--- src/rtl/vga_timing_gen.sv ---
// ---------------------------------------------------------------------------
// vga_timing_gen
//
// Parametrised VGA raster timing generator with a one-cycle pixel-fetch
// pipeline. Horizontal and vertical counters sweep through the active,
// front porch, sync and back porch phases.
//
// Stage 0 presents the pixel coordinate to the frame-buffer reader.
// Stage 1 drives sync, data-enable and colour to the DAC pins, all aligned
// on the same cycle.
//
// Optional feature macro: VGA_TIMING_TESTPAT_EN
//   When defined, the block ignores pix_r/g/b. Stage 1 instead shows an
//   internal test pattern:
//     red   = x[7:0]
//     green = y[7:0]
//     blue  = 8'hFF on the border pixels, otherwise 0
//
// Ports
//   clock        pixel clock
//   reset        synchronous, active-high
//   enable       pixel-clock enable; all state holds while low
//   pix_x/pix_y  requested coordinate (0 outside the active area)
//   pix_req      coordinate valid, active area only
//   pix_r/g/b    fetched colour, sampled one enabled cycle after pix_req
//   line_start   one-cycle pulse for h_cnt==0
//   frame_start  one-cycle pulse for h_cnt==0 and v_cnt==0
//   vga_hsync    horizontal sync at the configured polarity
//   vga_vsync    vertical sync at the configured polarity
//   vga_de       output data enable
//   vga_r/g/b    output colour
//
// CW must be at least 8 and must hold H_TOTAL-1 and V_TOTAL-1.
// ---------------------------------------------------------------------------
module vga_timing_gen #(
  parameter int H_ACTIVE = 1280,
  parameter int H_FP     = 48,
  parameter int H_SYNC   = 112,
  parameter int H_BP     = 248,
  parameter int V_ACTIVE = 1024,
  parameter int V_FP     = 1,
  parameter int V_SYNC   = 3,
  parameter int V_BP     = 38,
  parameter bit HS_POL   = 1'b1,
  parameter bit VS_POL   = 1'b1,
  parameter int CW       = 12
) (
  input  logic          clock,
  input  logic          reset,
  input  logic          enable,
  output logic [CW-1:0] pix_x,
  output logic [CW-1:0] pix_y,
  output logic          pix_req,
  input  logic [7:0]    pix_r,
  input  logic [7:0]    pix_g,
  input  logic [7:0]    pix_b,
  output logic          line_start,
  output logic          frame_start,
  output logic          vga_hsync,
  output logic          vga_vsync,
  output logic          vga_de,
  output logic [7:0]    vga_r,
  output logic [7:0]    vga_g,
  output logic [7:0]    vga_b
);

  localparam int H_TOTAL = H_ACTIVE + H_FP + H_SYNC + H_BP;
  localparam int V_TOTAL = V_ACTIVE + V_FP + V_SYNC + V_BP;

  localparam logic [CW-1:0] H_FP_START   = CW'(H_ACTIVE);
  localparam logic [CW-1:0] H_SYNC_START = CW'(H_ACTIVE + H_FP);
  localparam logic [CW-1:0] H_BP_START   = CW'(H_ACTIVE + H_FP + H_SYNC);
  localparam logic [CW-1:0] H_LAST       = CW'(H_TOTAL - 1);
  localparam logic [CW-1:0] V_FP_START   = CW'(V_ACTIVE);
  localparam logic [CW-1:0] V_SYNC_START = CW'(V_ACTIVE + V_FP);
  localparam logic [CW-1:0] V_BP_START   = CW'(V_ACTIVE + V_FP + V_SYNC);
  localparam logic [CW-1:0] V_LAST       = CW'(V_TOTAL - 1);
  localparam logic [CW-1:0] X_LAST       = CW'(H_ACTIVE - 1);
  localparam logic [CW-1:0] Y_LAST       = CW'(V_ACTIVE - 1);

  typedef enum logic [1:0] {
    PH_ACTIVE,
    PH_FP,
    PH_SYNC,
    PH_BP
  } phase_t;

  // The phase is decoded from the counter value the state is about to
  // hold. A zero-width phase therefore has an empty count range and is
  // never entered; the FSM steps straight to the following phase.
  function automatic phase_t h_phase_of(input logic [CW-1:0] cnt);
    if (cnt < H_FP_START)        return PH_ACTIVE;
    else if (cnt < H_SYNC_START) return PH_FP;
    else if (cnt < H_BP_START)   return PH_SYNC;
    else                         return PH_BP;
  endfunction

  function automatic phase_t v_phase_of(input logic [CW-1:0] cnt);
    if (cnt < V_FP_START)        return PH_ACTIVE;
    else if (cnt < V_SYNC_START) return PH_FP;
    else if (cnt < V_BP_START)   return PH_SYNC;
    else                         return PH_BP;
  endfunction

  logic [CW-1:0] h_cnt, h_cnt_next;
  logic [CW-1:0] v_cnt, v_cnt_next;
  phase_t        h_state, h_state_next;
  phase_t        v_state, v_state_next;

  logic          hs0, vs0, de0;
  logic          active;
  logic [7:0]    col_r, col_g, col_b;

  // Raster counters and phase state registers.
  always_ff @(posedge clock) begin
    if (reset) begin
      h_cnt   <= '0;
      v_cnt   <= '0;
      h_state <= h_phase_of('0);
      v_state <= v_phase_of('0);
    end else begin
      h_cnt   <= h_cnt_next;
      v_cnt   <= v_cnt_next;
      h_state <= h_state_next;
      v_state <= v_state_next;
    end
  end

  // Next-state logic.
  // v_cnt advances only on the cycle where h_cnt wraps, so vsync edges
  // always land on line boundaries.
  always_comb begin
    h_cnt_next   = h_cnt;
    v_cnt_next   = v_cnt;
    h_state_next = h_state;
    v_state_next = v_state;
    if (enable) begin
      if (h_cnt == H_LAST) begin
        h_cnt_next = '0;
        if (v_cnt == V_LAST) v_cnt_next = '0;
        else                 v_cnt_next = v_cnt + 1'b1;
      end else begin
        h_cnt_next = h_cnt + 1'b1;
      end
      h_state_next = h_phase_of(h_cnt_next);
      v_state_next = v_phase_of(v_cnt_next);
    end
  end

  assign active = (h_state == PH_ACTIVE) && (v_state == PH_ACTIVE);

  // Stage 0: coordinate request, internal sync/de and the frame pulses.
  always_ff @(posedge clock) begin
    if (reset) begin
      pix_x       <= '0;
      pix_y       <= '0;
      pix_req     <= 1'b0;
      hs0         <= 1'b0;
      vs0         <= 1'b0;
      line_start  <= 1'b0;
      frame_start <= 1'b0;
    end else if (enable) begin
      pix_x       <= active ? h_cnt : '0;
      pix_y       <= active ? v_cnt : '0;
      pix_req     <= active;
      hs0         <= (h_state == PH_SYNC);
      vs0         <= (v_state == PH_SYNC);
      line_start  <= (h_cnt == '0);
      frame_start <= (h_cnt == '0) && (v_cnt == '0);
    end
  end

  assign de0 = pix_req;

`ifdef VGA_TIMING_TESTPAT_EN
  // The pattern uses the stage-0 coordinates, so it lines up with the
  // sync outputs exactly as fetched colour would.
  logic border;
  assign border = (pix_x == '0) || (pix_x == X_LAST) ||
                  (pix_y == '0) || (pix_y == Y_LAST);
  assign col_r  = pix_x[7:0];
  assign col_g  = pix_y[7:0];
  assign col_b  = border ? 8'hFF : 8'h00;
`else
  assign col_r = pix_r;
  assign col_g = pix_g;
  assign col_b = pix_b;
`endif

  // Stage 1: pin-facing registers.
  // Colour is forced to zero outside the data-enable window so the DAC
  // sees black during blanking, whatever the fetch path returns.
  always_ff @(posedge clock) begin
    if (reset) begin
      vga_hsync <= ~HS_POL;
      vga_vsync <= ~VS_POL;
      vga_de    <= 1'b0;
      vga_r     <= '0;
      vga_g     <= '0;
      vga_b     <= '0;
    end else if (enable) begin
      vga_hsync <= hs0 ? HS_POL : ~HS_POL;
      vga_vsync <= vs0 ? VS_POL : ~VS_POL;
      vga_de    <= de0;
      vga_r     <= de0 ? col_r : 8'h00;
      vga_g     <= de0 ? col_g : 8'h00;
      vga_b     <= de0 ? col_b : 8'h00;
    end
  end

endmodule

--- config.mk ---
export PLATFORM = sky130hd
export DESIGN_NAME = vga_timing_gen
export DESIGN_NICKNAME = d
export VERILOG_FILES = /design/src/rtl/vga_timing_gen.sv
export SDC_FILE = /design/constraint.sdc
export NUM_CORES = 1
export LEC_CHECK = 0
export CORE_UTILIZATION = 45
export CTS_CLUSTER_DIAMETER = 100
export DETAILED_ROUTE_END_ITERATION = 6
export GPL_TIMING_DRIVEN = 0
export PLACE_DENSITY = 0.72
export SETUP_SLACK_MARGIN = 0.1
export SYNTH_ARGS = -nofsm -noshare
export SYNTH_HDL_FRONTEND = slang
export SYNTH_SLANG_ARGS = --single-unit
export TNS_END_PERCENT = 30
--- constraint.sdc ---
create_clock -name clock -period 3.9 [get_ports clock]
set_input_delay 0.585 -clock clock [delete_from_list [all_inputs] [get_ports clock]]
set_output_delay 0.585 -clock clock [all_outputs]
set_load 0.01 [all_outputs]
==> results of run 1 <==
## cell usage in the layout, fill, tap and decap left out, types with 3 or more instances in the layout
master,Yosys,routed
nand2_1,29,29
ha_1,6,6
xnor2_1,4,4
a22oi_1,49,49
nand4_1,10,10
or4_1,4,4
clkbuf_1,38,38
a21oi_1,27,27
a211o_1,3,3
nor4_1,5,5
clkbuf_8,0,9
o221ai_1,3,3
buf_2,3,3
nand3_1,11,11
or3_1,7,7
clkdlybuf4s50_1,0,78
inv_1,6,6
dfxtp_1,84,84
or2_2,3,3
mux2i_1,4,4
nor3_1,16,16
a31oi_1,4,4
nor2_1,92,92
o21ai_0,19,19
xor2_1,6,6
clkinvlp_4,0,3
## cells by family (layout without fill, tap and decap cells)
family / count (synthesis) / after routing / share of synthesized area
AOI/OAI and AO/OA: 119 / 119 / 0.205
xor gates and xnor gates: 11 / 11 / 0.0267
adders and majority gates: 6 / 6 / 0.0193
buffers and inverters: 50 / 144 / 0.0531
DFF: 84 / 84 / 0.432
muxes: 4 / 4 / 0.0103
and+or+nand+nor: 198 / 198 / 0.253
## how the worst max path moves through the flow
stage / end / from / depth (start not counted)
final: v_cnt[5]$_SDFFE_PP0P_ / h_cnt[0]$_SDFFE_PP0P_ / 6
after global routing: v_cnt[5]$_SDFFE_PP0P_ / h_cnt[1]$_SDFFE_PP0P_ / 6
after CTS: v_cnt[5]$_SDFFE_PP0P_ / h_cnt[0]$_SDFFE_PP0P_ / 6
after detailed placement: v_cnt[5]$_SDFFE_PP0P_ / h_cnt[0]$_SDFFE_PP0P_ / 6
after global placement: v_cnt[5]$_SDFFE_PP0P_ / h_cnt[0]$_SDFFE_PP0P_ / 6
after floorplan: v_state[1]$_SDFFE_PP0P_ / h_cnt[0]$_SDFFE_PP0P_ / 9
## registers in the layout, summed over array words and instances (netlist names), 2 cells and up
register,count
v_state,2
vga_g,8
v_cnt,12
h_cnt,12
vga_r,8
pix_y,12
h_state,2
pix_x,12
vga_b,8
## worst max-delay path, stage by stage (launching register included)
cell and delay, ns:
dfxtp_1 0.45, ha_1 0.33, nand2_1 0.22, nor4_4 0.49, nand2_1 0.35, or4_1 0.56, a21oi_1 0.16
## per-stage QoR
| step | util | std cells | setup slack [ns] | hold WS, ns |
|---|---|---|---|---|
| 6_report | 0.606 | 671 | 1.26 | 0.487 |
| 5_1_grt | 0.606 | 671 | 1.06 | 0.507 |
| 4_1_cts | 0.606 | 671 | 1.28 | 0.484 |
| 3_5_place_dp | 0.579 | 655 | 1.30 | 0.471 |
| 3_3_place_gp | 0.579 | 655 | 1.35 | 0.457 |
| 2_1_floorplan | - | 472 | 1.60 | 0.458 |
## layer usage
metal | part of all wire | up-vias | GRT usage
met5 | 0 | - | 0
li1 | - | 1875 | -
met1 | 0.46 | 1857 | 0.351
met3 | 0.078 | 20 | 0.0620
met4 | 0.018 | 0 | 0.109
met2 | 0.45 | 163 | 0.395
## power by group through the flow
| stage | combinational, µW | sequential (µW) | clock, µW |
|---|---|---|---|
| detailed placement | 139 | 902 | 0 |
| floorplan | 63.4 | 905 | 0 |
| CTS | 140 | 882 | 711 |
| global placement | 137 | 902 | 0 |
| finish | 140 | 883 | 700 |
| global route | 153 | 885 | 750 |
## final cells by class
cell class	instances	area share
Tap cell	105	0.0261
Timing Repair Buffer	78	0.155
Multi-Input combinational cell	338	0.398
Inverter	7	0.00523
Clock inverter	7	0.0199
Buffer	43	0.0358
Clock buffer	9	0.0246
Sequential cell	84	0.335
==> results by group, run 1 <==
Route
  – First-pass DRT Iterations: 5
  – Via density: between 5 and 6
  – DRC: 0
  – Drt wl/cell: approximately 17 µm
  – DR iter-0 viols: 343
  – Routed Antenna Nets: 0
  – Routed wire length: between 10000 and 15000 µm
  – Via count: 3915

Setup path
  – Setup Crit Path Kind: flip-flop to flip-flop
  – Crit start category: flip-flop
  – CP Max Fanout: 10
  – Crit. End Element: flip-flop
  – Worst r2r path cells: 6
  – Worst Path Required: ~4.2 ns
  – RR Startpoint: h_cnt[0]$_SDFFE_PP0P_
  – R2R Path End: v_cnt[5]$_SDFFE_PP0P_
  – Worst Path Arrival: ~3 ns
  – R2R Setup Slk: 1.26 ns

Yosys
  – EDFF count, synth: 0
  – Post-Syn Instances: roughly 470
  – Synth unique cells: 52
  – Mapped Nets: about 500
  – Post-synth top area share: 0.432
  – Synth Register Bits: 84
  – Yosys warns: 0
  – Top-count cell post-synth: nor2_1
  – Avg Cell Area, Syn: 8.24 µm²
  – Commonest cells in the netlist: nor2_1, dfxtp_1, a22oi_1
  – Fraction of registers with async set/reset: 0
  – Sequential area share after synthesis: 0.432
  – Ranking of synthesized cells by area: dfxtp_1, a22oi_1, nor2_1
  – Primary FF master, synth: dfxtp_1
  – Mapped Area: approximately 3900 µm²
  – Cell taking the most area after synthesis: dfxtp_1

Clocking
  – Clock Latency Late Sink: about 0.36 ns
  – CTS Root Cell: clkbuf_8
  – Cts repair resizes: 0
  – CTS tree: done
  – Hold_buf cts: 0
  – TritonCTS Buffers: 9
  – CTS Sinks: 84
  – Reg clk slew, reported paths: about 0.090 ns
  – CTS HTree Levels: 3
  – Postcts setup bufs: 0
  – Bufs on Longest Clock Path: 2

Placed design
  – Area after DPL: about 4800 µm²
  – HPWL Detailed: slightly below 8000 µm
  – GP Congestion: 0.921
  – PortBufs: 78

Power and ir drop
  – Logic pwr share: 0.081
  – Internal power: 1300 µW
  – P_sw: approximately 430 µW
  – VDD IR max: 0.180 mV
  – Pwr Density: 343 nW/µm²
  – Clk pwr share: 0.406
  – Sw Share: 0.247
  – Total chip power: approximately 1700 µW
  – Reg power frac: 0.512
  – Leakage: around 0.0017 µW

Floorplanning
  – DIE WIDTH: around 95 µm
  – Die Ht: roughly 95 µm
  – Number of I/O pins: between 80 and 90
  – # rows: 33
  – Die area: 9020 µm²
  – Initial core utilization: 0.469
  – Core ar.: ~8300 µm²

STA
  – Slew Limit Fails: 0
  – Final hold viol count: 0
  – Skew final: roughly 0.011 ns
  – Setup violations, final: 0
  – Max Fclk: between 0.3 and 0.4 GHz
  – Final TNS setup: 0 ns
  – Period utilisation layout: 0.677
  – Worst slew margin: 0.526
  – Actual slew at the worst max-slew pin: 0.710 ns
  – Unrepaired setup endpoints after global routing: false
  – Min cycle time layout: ~2.6 ns

Global route
  – Total congestion overflow: 0
  – Largest net degree at the start of global routing: 16
  – Initial antenna violation count: 0
  – Vias in the first global route: between 3k and 4k
  – Gr usage total: 0.260
  – First-pass GRT wire length: between 15000 and 20000 µm

Finish
  – Layout cells sized above 1: 0.0601
  – Design area: roughly 5000 µm²
  – Area taken by multi-input logic gates: about 2000 µm²
  – Layout Nets: 594
  – Filler Cell Count: between 700 and 800
  – # diodes: 0
  – Seq. cell area: approximately 1700 µm²
  – Layout area overhead: 29.2%

Min path
  – Cell depth of the worst hold path: 2
  – Hold Path End: line_start$_SDFFE_PP0P_
  – Hold path startpoint: line_start$_SDFFE_PP0P_
  – Hold Crit Class: flip-flop to flip-flop

Flow run
  – MaxCap Viol Count: 0

Status
  – Run status: finished clean
Note: power is estimated with default switching activity, not from simulation.
==> inputs of run 2 (changes only) <==
- clock period: 3.9 -> 2.57 ns (I/O delays scaled with it)
==> run 2 against run 1 <==
First-iteration DRC count up 0.58%. Sequential share of layout area down 0.28 points. Maximum frequency up 11%. Non-clock buffer count up 3. Critical path type unchanged.
==> results by group, run 2 (same netlist as run 1, synthesis figures left out) <==
Finish
  – Layout area overhead: 30.5% (was 29.2%)
  – Design area: 5080 µm² (was 5030 µm²)
  – Most common cell after layout, fill and taps aside: nor2_1 (unchanged)
  – # diodes: 0 (unchanged)
  – Filler Cell Count: 778 (was 782)
  – Final core utilization: 0.612 (was 0.606)
  – Finished Layout Cells: 674 (was 671)
  – Layout Nets: 597 (was 594)
  – Most frequent cells in the layout: nor2_1, dfxtp_1, clkdlybuf4s50_1 (unchanged)
  – Layout cells sized above 1: 0.0791 (was 0.0601)

Global route
  – Vias in the first global route: 3642 (unchanged)
  – Total congestion overflow: 0 (unchanged)
  – Initial antenna violation count: 0 (unchanged)
  – Largest net degree at the start of global routing: 16 (unchanged)
  – First-pass GRT wire length: 17900 µm (unchanged)
  – Gr usage total: 0.260 (unchanged)

Setup path
  – Worst Path Required: 2.80 ns (was 4.18 ns)
  – RR Startpoint: h_cnt[3]$_SDFFE_PP0P_ (was h_cnt[0]$_SDFFE_PP0P_)
  – R2R Path End: v_state[1]$_SDFFE_PP0P_ (was v_cnt[5]$_SDFFE_PP0P_)
  – Worst r2r path cells: 8 (was 6)
  – Max incr delay on CP: 0.54 ns (was 0.56 ns)
  – Crit start category: flip-flop (unchanged)
  – Crit path cell chain: or3_4, or4_4, buf_6, buf_6, nor4b_2, o21bai_1, a22oi_2, a31oi_1 (was ha_1, nand2_1, nor4_4, nand2_1, or4_1, a21oi_1)
  – Crit. End Element: flip-flop (unchanged)
  – Max stage delay cell, worst path: or4_4 (was or4_1)
  – Setup Crit Path Kind: flip-flop to flip-flop (unchanged)
  – R2R Setup Slk: 0.19 ns (was 1.26 ns)
  – Worst Path Arrival: 2.61 ns (was 2.92 ns)
  – Most used cell, CP: buf_6 (was nand2_1)
  – CP Max Fanout: 10 (unchanged)

Placed design
  – GP Congestion: 0.921 (unchanged)
  – Area after DPL: 4800 µm² (unchanged)
  – Placed cells: 655 (unchanged)
  – HPWL Detailed: 7880 µm (unchanged)
  – PortBufs: 78 (unchanged)

Floorplanning
  – DIE WIDTH: 95.0 µm (unchanged)
  – Die Ht: 95.0 µm (unchanged)
  – # rows: 33 (unchanged)
  – Initial core utilization: 0.469 (unchanged)
  – Number of I/O pins: 81 (unchanged)
  – Die area: 9020 µm² (unchanged)
  – Core ar.: 8300 µm² (unchanged)

Route
  – First-pass DRT Iterations: 5 (unchanged)
  – Via count: 3907 (was 3915)
  – DR iter-0 viols: 345 (was 343)
  – Routed wire length: 11300 µm (about the same)
  – DRC: 0 (unchanged)
  – Drt wl/cell: 16.8 µm (about the same)
  – Routed Antenna Nets: 0 (unchanged)
  – Via density: 5.80 (was 5.83)

Min path
  – Hold Path End: line_start$_SDFFE_PP0P_ (unchanged)
  – Cell depth of the worst hold path: 2 (unchanged)
  – Hold path startpoint: line_start$_SDFFE_PP0P_ (unchanged)
  – Hold Crit Class: flip-flop to flip-flop (unchanged)

STA
  – Unrepaired setup endpoints after global routing: false (unchanged)
  – Slew Limit Fails: 0 (unchanged)
  – Final hold viol count: 0 (unchanged)
  – Actual slew at the worst max-slew pin: 0.692 ns (was 0.710 ns)
  – Skew final: 0.00960 ns (was 0.0110 ns)
  – Worst slew margin: 0.539 (was 0.526)
  – Max Fclk: 0.421 GHz (was 0.379 GHz)
  – WHS: 0.486 ns (was 0.487 ns)
  – Final TNS setup: 0 ns (unchanged)
  – Min cycle time layout: 2.38 ns (was 2.64 ns)
  – Period utilisation layout: 0.924 (was 0.677)
  – Setup violations, final: 0 (unchanged)

Clocking
  – CTS Root Cell: clkbuf_8 (unchanged)
  – TritonCTS Buffers: 9 (unchanged)
  – Reg clk slew, reported paths: 0.09 ns (about the same)
  – CTS Sinks: 84 (unchanged)
  – Bufs on Longest Clock Path: 2 (unchanged)
  – CTS tree: done (unchanged)
  – Hold_buf cts: 0 (unchanged)
  – CTS HTree Levels: 3 (unchanged)
  – Clock Latency Late Sink: 0.36 ns (about the same)

Power and ir drop
  – Leakage: 0.00175 µW (was 0.00172 µW)
  – Pwr Density: 516 nW/µm² (was 343 nW/µm²)
  – VDD IR max: 0.275 mV (was 0.180 mV)

Status
  – Run status: finished clean (unchanged)

Flow run
  – MaxCap Viol Count: 0 (unchanged)
run 2: changes by cell type in the layout (fill, tap and decap cells not counted), moves of 2 or more:
| cell | previous run | this run |
|---|---|---|
| dfxtp_1 | 84 | 82 |
| nand2_2 | 0 | 2 |
| clkbuf_2 | 0 | 2 |
| clkbuf_1 | 38 | 36 |
| dfxtp_2 | 0 | 2 |
| buf_4 | 0 | 3 |
| nand2_1 | 29 | 27 |
run 2: stage by stage:
stage / power, µW / setup slack [ns]
3_3_place_gp: 1580 / 0.0189
5_1_grt: 2720 / 0.108
4_1_cts: 2630 / 0.124
2_1_floorplan: 1470 / 0.273
6_report: 2620 / 0.194
3_5_place_dp: 1580 / -0.0318
run 2: final cells by class:
type / instances / area (µm²) / share of cell area
Tap cell: 105 / 131 / 0.0259
Clock inverter: 7 / 100 / 0.0197
Inverter: 7 / 26.3 / 0.00518
Multi-Input combinational cell: 338 / 2020 / 0.399
Sequential cell: 84 / 1680 / 0.332
Clock buffer: 9 / 124 / 0.0244
Timing Repair Buffer: 81 / 803 / 0.158
Buffer: 43 / 183 / 0.0360
run 2: how the worst max path moves through the flow:
stage | start | to | slack (ns)
global route | v_cnt[2]$_SDFFE_PP0P_ | v_state[1]$_SDFFE_PP0P_ | 0.11
finish | h_cnt[3]$_SDFFE_PP0P_ | v_state[1]$_SDFFE_PP0P_ | 0.19
detailed placement | h_cnt[0]$_SDFFE_PP0P_ | v_cnt[5]$_SDFFE_PP0P_ | -0.03
floorplan | h_cnt[0]$_SDFFE_PP0P_ | v_state[1]$_SDFFE_PP0P_ | 0.27
CTS | h_cnt[0]$_SDFFE_PP0P_ | v_state[1]$_SDFFE_PP0P_ | 0.12
global placement | h_cnt[0]$_SDFFE_PP0P_ | v_cnt[5]$_SDFFE_PP0P_ | 0.02
run 2: per-layer routing:
metal  share of wire  track usage
met1            0.47        0.351
met2            0.45        0.395
met3           0.068       0.0620
met4           0.017        0.109
met5               0            0
run 2: power breakdown:
group | switching (µW) | internal [µW] | total, µW
Clock | 515 | 552 | 1070
Sequential | 17.9 | 1320 | 1340
Combinational | 119 | 94.1 | 213
Total | 652 | 1970 | 2620
run 2: what timing repair did:
item | CTS | global route
pin swaps | 0 | 1
endpoints found under the setup margin | 12 | 10
gates resized for setup | 5 | 6
buffers inserted | 0 | 3
gates cloned | 0 | 0
run 2: worst max-delay path: cells and delay by family (launching register included):
family	cells	cell delay (ns)
AO/OA/AOI/OAI	3	0.39
buffers and inverters	2	0.30
flip-flops	1	0.36
AND/OR/NAND/NOR	3	1.21
==> inputs of run 3 (changes only) <==
- clock period: 2.57 -> 3.1 ns (I/O delays scaled with it)
==> results of run 3 <==
Same layout as run 1 (identical final DEF). Status: finished clean.
Main changes from that run: setup slack after placement 1.30 ns -> 0.498 ns; setup slack after layout 1.26 ns -> 0.461 ns; register-to-register setup slack 1.26 ns -> 0.46 ns; total power 1720 µW -> 2170 µW; worst IR drop on VDD 0.180 mV -> 0.227 mV
